<file path="config.mk">
export PLATFORM = sky130hd
export DESIGN_NAME = string_generator_moore_flat
export DESIGN_NICKNAME = d
export VERILOG_FILES = /design/src/rtl/string_generator_moore_if.sv /design/src/rtl/string_generator_moore.sv /design/src/flat_wrapper.sv
export SDC_FILE = /design/constraint.sdc
export NUM_CORES = 1
export LEC_CHECK = 0
export CAP_MARGIN = 20
export CORE_ASPECT_RATIO = 1.1
export CORE_MARGIN = 3
export CORE_UTILIZATION = 50
export CTS_CLUSTER_DIAMETER = 60
export DETAILED_ROUTE_END_ITERATION = 12
export PLACE_DENSITY = 0.77
export SYNTH_ARGS = -nofsm -noshare
export SYNTH_HDL_FRONTEND = slang
export SYNTH_SLANG_ARGS = --single-unit
</file>
<file path="constraint.sdc">
create_clock -name clk -period 2.9 [get_ports clk]
set_clock_uncertainty 0.15 [all_clocks]
set_input_delay 0.725 -clock clk [delete_from_list [all_inputs] [get_ports clk]]
set_output_delay 0.725 -clock clk [all_outputs]
set_load 0.03 [all_outputs]
</file>
<file path="src/rtl/string_generator_moore_if.sv">
`default_nettype none
// ============================================================================
//  Module      : string_generator_moore_if
//  Description : Handshake/serial bundle between a word source (master) and
//                the serial bit-string transmitter (slave).
//  Revision    : 1.0 - initial release
// ============================================================================
interface string_generator_moore_if #(
    parameter int WIDTH = 8
);
    logic             start;
    logic [WIDTH-1:0] data;
    logic             ready;
    logic             out;
    logic             valid;
    logic             bit_tick;
    logic             done;
    logic [7:0]       run_len;

    // Word source: requests transmission and watches the stream.
    modport master (
        output start, data,
        input  ready, out, valid, bit_tick, done, run_len
    );

    // Transmitter: accepts words and produces the stream.
    modport slave (
        input  start, data,
        output ready, out, valid, bit_tick, done, run_len
    );
endinterface
`default_nettype wire

</file>
<file path="src/rtl/string_generator_moore.sv">
`default_nettype none
// ============================================================================
//  Module      : string_generator_moore
//  Description : Serial bit-string transmitter. Captures a WIDTH-bit word on
//                a start handshake and shifts it out MSB-first, each bit held
//                DIV clocks, with valid/bit_tick/done strobes and a running
//                count of consecutive ones.
//  Revision    : 1.0 - initial release
// ============================================================================
module string_generator_moore #(
    parameter int WIDTH = 8,
    parameter int DIV   = 4
) (
    input  wire logic                       clk,
    input  wire logic                       rst_n,
    string_generator_moore_if.slave         bus
);

    localparam int               C_BCW      = (WIDTH > 1) ? $clog2(WIDTH) : 1;
    localparam logic [C_BCW-1:0] C_LAST_BIT = C_BCW'(WIDTH - 1);
    localparam logic [7:0]       C_DIV_LAST = 8'(DIV - 1);

    typedef enum logic [1:0] {
        S_IDLE  = 2'd0,
        S_SHIFT = 2'd1,
        S_DONE  = 2'd2
    } state_t;

    state_t             r_state,    w_state_n;
    logic [WIDTH-1:0]   r_shreg,    w_shreg_n;
    logic [C_BCW-1:0]   r_bit_cnt,  w_bit_cnt_n;
    logic [7:0]         r_div_cnt,  w_div_cnt_n;

    // Outputs are flops loaded from the next-state decode, so they change
    // on the same edge as the state they describe and never glitch.
    logic               r_ready,    w_ready_n;
    logic               r_out,      w_out_n;
    logic               r_valid,    w_valid_n;
    logic               r_bit_tick, w_bit_tick_n;
    logic               r_done,     w_done_n;
    logic [7:0]         r_run_len,  w_run_len_n;

    // State, datapath and output registers with asynchronous active-low reset.
    always_ff @(posedge clk or negedge rst_n) begin
        if (!rst_n) begin
            r_state    <= S_IDLE;
            r_shreg    <= '0;
            r_bit_cnt  <= '0;
            r_div_cnt  <= '0;
            r_ready    <= 1'b1;
            r_out      <= 1'b0;
            r_valid    <= 1'b0;
            r_bit_tick <= 1'b0;
            r_done     <= 1'b0;
            r_run_len  <= '0;
        end else begin
            r_state    <= w_state_n;
            r_shreg    <= w_shreg_n;
            r_bit_cnt  <= w_bit_cnt_n;
            r_div_cnt  <= w_div_cnt_n;
            r_ready    <= w_ready_n;
            r_out      <= w_out_n;
            r_valid    <= w_valid_n;
            r_bit_tick <= w_bit_tick_n;
            r_done     <= w_done_n;
            r_run_len  <= w_run_len_n;
        end
    end

    // Next-state, shift/count datapath and next-output decode.
    always_comb begin
        w_state_n   = r_state;
        w_shreg_n   = r_shreg;
        w_bit_cnt_n = r_bit_cnt;
        w_div_cnt_n = r_div_cnt;

        case (r_state)
            S_IDLE: begin
                if (bus.start) begin
                    w_state_n   = S_SHIFT;
                    w_shreg_n   = bus.data;
                    w_bit_cnt_n = '0;
                    w_div_cnt_n = '0;
                end
            end
            S_SHIFT: begin
                if (r_div_cnt == C_DIV_LAST) begin
                    w_div_cnt_n = '0;
                    if (r_bit_cnt == C_LAST_BIT) begin
                        w_state_n = S_DONE;
                    end else begin
                        w_shreg_n   = r_shreg << 1;
                        w_bit_cnt_n = r_bit_cnt + C_BCW'(1);
                    end
                end else begin
                    w_div_cnt_n = r_div_cnt + 8'd1;
                end
            end
            S_DONE: begin
                w_state_n   = S_IDLE;
                w_shreg_n   = '0;
                w_bit_cnt_n = '0;
                w_div_cnt_n = '0;
            end
            default: begin
                w_state_n = S_IDLE;
            end
        endcase

        w_ready_n    = (w_state_n == S_IDLE);
        w_valid_n    = (w_state_n == S_SHIFT);
        w_done_n     = (w_state_n == S_DONE);
        w_out_n      = w_valid_n & w_shreg_n[WIDTH-1];
        w_bit_tick_n = w_valid_n && (w_div_cnt_n == 8'd0);

        // Run length only moves on a bit boundary; a fresh frame starts from 0.
        w_run_len_n = '0;
        if (w_valid_n) begin
            if (!w_bit_tick_n) begin
                w_run_len_n = r_run_len;
            end else if (w_out_n) begin
                if (r_state == S_IDLE) begin
                    w_run_len_n = 8'd1;
                end else if (r_run_len == 8'hFF) begin
                    w_run_len_n = 8'hFF;
                end else begin
                    w_run_len_n = r_run_len + 8'd1;
                end
            end
        end
    end

    assign bus.ready    = r_ready;
    assign bus.out      = r_out;
    assign bus.valid    = r_valid;
    assign bus.bit_tick = r_bit_tick;
    assign bus.done     = r_done;
    assign bus.run_len  = r_run_len;

endmodule
`default_nettype wire

</file>
<file path="src/flat_wrapper.sv">
// flat-port wrapper written by rule: the top's interface ports become plain ports
module string_generator_moore_flat 
#(
    parameter int WIDTH = 8,
    parameter int DIV   = 4
)
  (clk, rst_n, bus_start, bus_data, bus_ready, bus_out, bus_valid, bus_bit_tick, bus_done, bus_run_len);
  string_generator_moore_if #(.WIDTH(WIDTH)) bus_i ();
  input  wire logic clk;
  input  wire logic rst_n;
  input wire logic [$bits(bus_i.start)-1:0] bus_start;
  input wire logic [$bits(bus_i.data)-1:0] bus_data;
  output wire logic [$bits(bus_i.ready)-1:0] bus_ready;
  output wire logic [$bits(bus_i.out)-1:0] bus_out;
  output wire logic [$bits(bus_i.valid)-1:0] bus_valid;
  output wire logic [$bits(bus_i.bit_tick)-1:0] bus_bit_tick;
  output wire logic [$bits(bus_i.done)-1:0] bus_done;
  output wire logic [$bits(bus_i.run_len)-1:0] bus_run_len;
  assign bus_i.start = bus_start;
  assign bus_i.data = bus_data;
  assign bus_ready = bus_i.ready;
  assign bus_out = bus_i.out;
  assign bus_valid = bus_i.valid;
  assign bus_bit_tick = bus_i.bit_tick;
  assign bus_done = bus_i.done;
  assign bus_run_len = bus_i.run_len;
  string_generator_moore #(.WIDTH(WIDTH), .DIV(DIV)) u_core (.clk(clk), .rst_n(rst_n), .bus(bus_i));
endmodule
</file>
==> results of run 1 <==
-- sequential cells by signal (all words and copies together), names as in the netlist --
| register | cells |
|---|---|
| u_core.r_div_cnt | 8 |
| u_core.r_shreg | 8 |
| u_core.bus.out | 1 |
| u_core.bus.ready | 1 |
| u_core.bus.done | 1 |
| u_core.bus.bit_tick | 1 |
| u_core.r_bit_cnt | 3 |
| u_core.bus.run_len | 8 |
| u_core.bus.valid | 1 |
| u_core.r_state | 2 |
-- timing repair --
item,in CTS,in global routing
buffers inserted,0,0
gates resized for setup,0,1
setup endpoints to repair,0,8
-- per-stage QoR --
| stage | setup slack (ns) | util | power [mW] | hold WS [ns] |
|---|---|---|---|---|
| 3_5_place_dp | -0.0406 | 0.644 | 1.51 | 0.342 |
| 5_1_grt | 0.0317 | 0.678 | 2.09 | 0.394 |
| 6_report | 0.177 | 0.678 | 1.97 | 0.364 |
| 2_1_floorplan | 0.252 | - | 1.25 | 0.279 |
| 3_3_place_gp | 0.0230 | 0.644 | 1.46 | 0.330 |
| 4_1_cts | 0.0373 | 0.677 | 1.97 | 0.371 |
-- area by class of cell --
type,instances,area share
flip-flops and latches,34,0.368
inverters,10,0.0162
well taps,48,0.0259
multi-input cells,121,0.388
clock inverters,2,0.0259
clock buffers,6,0.0222
repair buffers,38,0.154
-- power groups by stage --
stage          sequential [mW]  clock (mW)  combinational [mW]
6_report                 0.706       0.461               0.805
3_3_place_gp             0.701           0               0.756
5_1_grt                  0.725       0.490               0.879
2_1_floorplan            0.752           0               0.498
4_1_cts                  0.704       0.468               0.802
3_5_place_dp             0.713           0               0.797
-- worst max-delay path: cells and delay by family, from the launching register on --
family                     cells  cell delay (ns)
buffers and inverters          1             0.18
and+or+nand+nor                4             1.43
adders and majority gates      1             0.21
DFF                            1             0.38
muxes                          1             0.19
AOI/OAI and AO/OA              1             0.10
-- path summary, 6_finish.rpt --
check,start,to,slack [ns],cells past startpoint
setup / recovery,u_core.r_div_cnt[0],u_core.bus.run_len[2],0.18,8
hold / removal,u_core.r_shreg[5],u_core.r_shreg[5],0.36,2
setup reg to reg,u_core.r_div_cnt[0],u_core.bus.run_len[2],0.18,8
hold reg to reg,u_core.r_shreg[5],u_core.r_shreg[5],0.36,2
max in group asynchronous,rst_n,u_core.bus.ready,1.65,2
min in group asynchronous,rst_n,u_core.r_bit_cnt[2],0.62,2
-- routing by layer --
layer,part of all wire,routed length [um],vias up,GRT usage
met5,0,0,-,0
met4,0.025,103,0,0.101
met3,0.054,220,10,0.0519
met2,0.49,1980,45,0.329
met1,0.43,1740,731,0.238
li1,-,-,705,-
-- cell usage after synthesis (2+ instances only) --
library cell / instances
inv_1: 9
o31ai_1: 2
a222oi_1: 6
or4_4: 2
mux2_2: 2
xor2_1: 3
o211ai_1: 3
nor3_1: 6
a21oi_1: 2
o21ai_1: 6
nand2_1: 19
nand3_1: 6
and3_1: 4
clkbuf_1: 3
nor4_4: 2
nand3b_1: 3
and2_1: 2
a22o_1: 3
buf_6: 2
a31oi_1: 3
ha_1: 4
dfrtp_1: 33
xnor2_1: 3
o21ai_0: 5
nor2b_1: 2
or2_2: 2
mux2i_1: 9
nor2_1: 8
-- cells by family after synthesis --
kind of cell    share of synthesized area
fa+ha+maj                          0.0274
xor+xnor                           0.0288
buf+inv                            0.0438
mux                                0.0616
simple gates                        0.216
compound gates                      0.156
flops                               0.466
==> flow_summary.ini, run 1 <==
[grt]
groute.usage.overall = 0.200
antenna_found_initial = 0
gr-total-overflow = 0
grt_pass1_wl_um = 7040
grt_max_degree = 35
grt_pass1_vias = 1548

[critical_path]
path_class = flip-flop to flip-flop
crit_slowest_cell = or4b_4
arrival_ns = 2.84
cp_cell_sequence = ha_1 > or4b_4 > nor2_8 > o31ai_1 > or4_4 > nor4_4 > buf_12 > mux2i_1
critical_path.startpoint_type = flip-flop
critical-path-max-stage-delay_ns = 0.55
worst_setup_path_end_kind = flip-flop
worstPathMaxFanout = 9
critPathRequiredTime_ns = 3.02

[cells_and_area]
fin_area_sq_um = 2310
nets = 225
drive_above_1_share = 0.180
fillers = 291
regArea_sq_um = 852
area_growth_pct = 26.7
layout_common_cells = dfrtp_1, clkdlybuf4s50_1, nand2_1
stdcell_count = 259
multi_input_area_sq_um = 898
antenna_cells = 0
mostFrequentLayoutCell = dfrtp_1

[cts]
clockRootBuffer = clkbuf_4
cts_max_path_buffers = 2
clkTransAtPathRegs_ns = 0.11
cts_sinks = 34
hold_buffers = 0
htreeDepth = 2
cts_inserted_buffers = 5
insertion_delay_ns = 0.35
tritoncts = yes

[synthesis]
syn_nets = 187
synth_seq_area_share = 0.466
yosysTopAreaCellShare = 0.452
syn-cell-area_sq_um = 1830
synth_seq_cells = 34
synthCells = 172
ys.warnings.count = 0
synth_cell_type_count = 46
synth.largest_area_cell = dfrtp_1
async_reset_ff_frac = 1.00
synthTopCellsByArea = dfrtp_1, mux2i_1, nand2_1
avgSynthCellArea_sq_um = 10.6
synthFlopType = dfrtp_1
synth_edf_count = 0

[place]
placed_area_sq_um = 2200
io_buffers = 23
dp_hpwl_um = 2960
place.gp.congestion = 0.938
dpl.cell_count = 251

[timing]
slew_headroom = 0.556
finalCriticalPeriod_ns = 2.72
fmax_mhz = 367
maxSlewViolCount = 0
setup_tns_ns = 0
hold_viol_final = 0
setup_viol = 0
rsz0062_at_grt = no
worst_pin_slew_ns = 0.661
finalCritPeriodShare = 0.939

[power_and_ir_drop]
p_per_area_nw_per_um2 = 852
p_int_mw = 1.27
p_switching_uw = 702
switching_share = 0.356
power_frac_comb = 0.408
p_leak_nw = 1.03
p_clk_frac = 0.234
peakVddDrop_mv = 0.470
seqPwrFrac = 0.358

[floorplanning]
die_x_um = 63.6
pin_count = 24
core_region_area_sq_um = 3410
die_area_sq_um = 4420
initial_core_util = 0.535
rows = 22
floorplan.die.height_um = 69.4

[detailed_routing]
drt_iter0_drc = 126
dr.pass1.iters = 4
vias = 1491
wl_per_cell_um = 15.6
route.detailed.drc = 0
ant_nets = 0
wl_um = 4040
vias_per_cell = 5.76

[worst_hold_path]
hp-class = flip-flop to flip-flop

[status]
status = completed

[job]
maxCapViolCount = 0
(Power assumes the default switching activity.)
==> run 2: changes to the inputs <==
- CAP_MARGIN: 20 -> 10
==> results of run 2 <==
Final layout, timing and power as in run 1 (identical DEF).
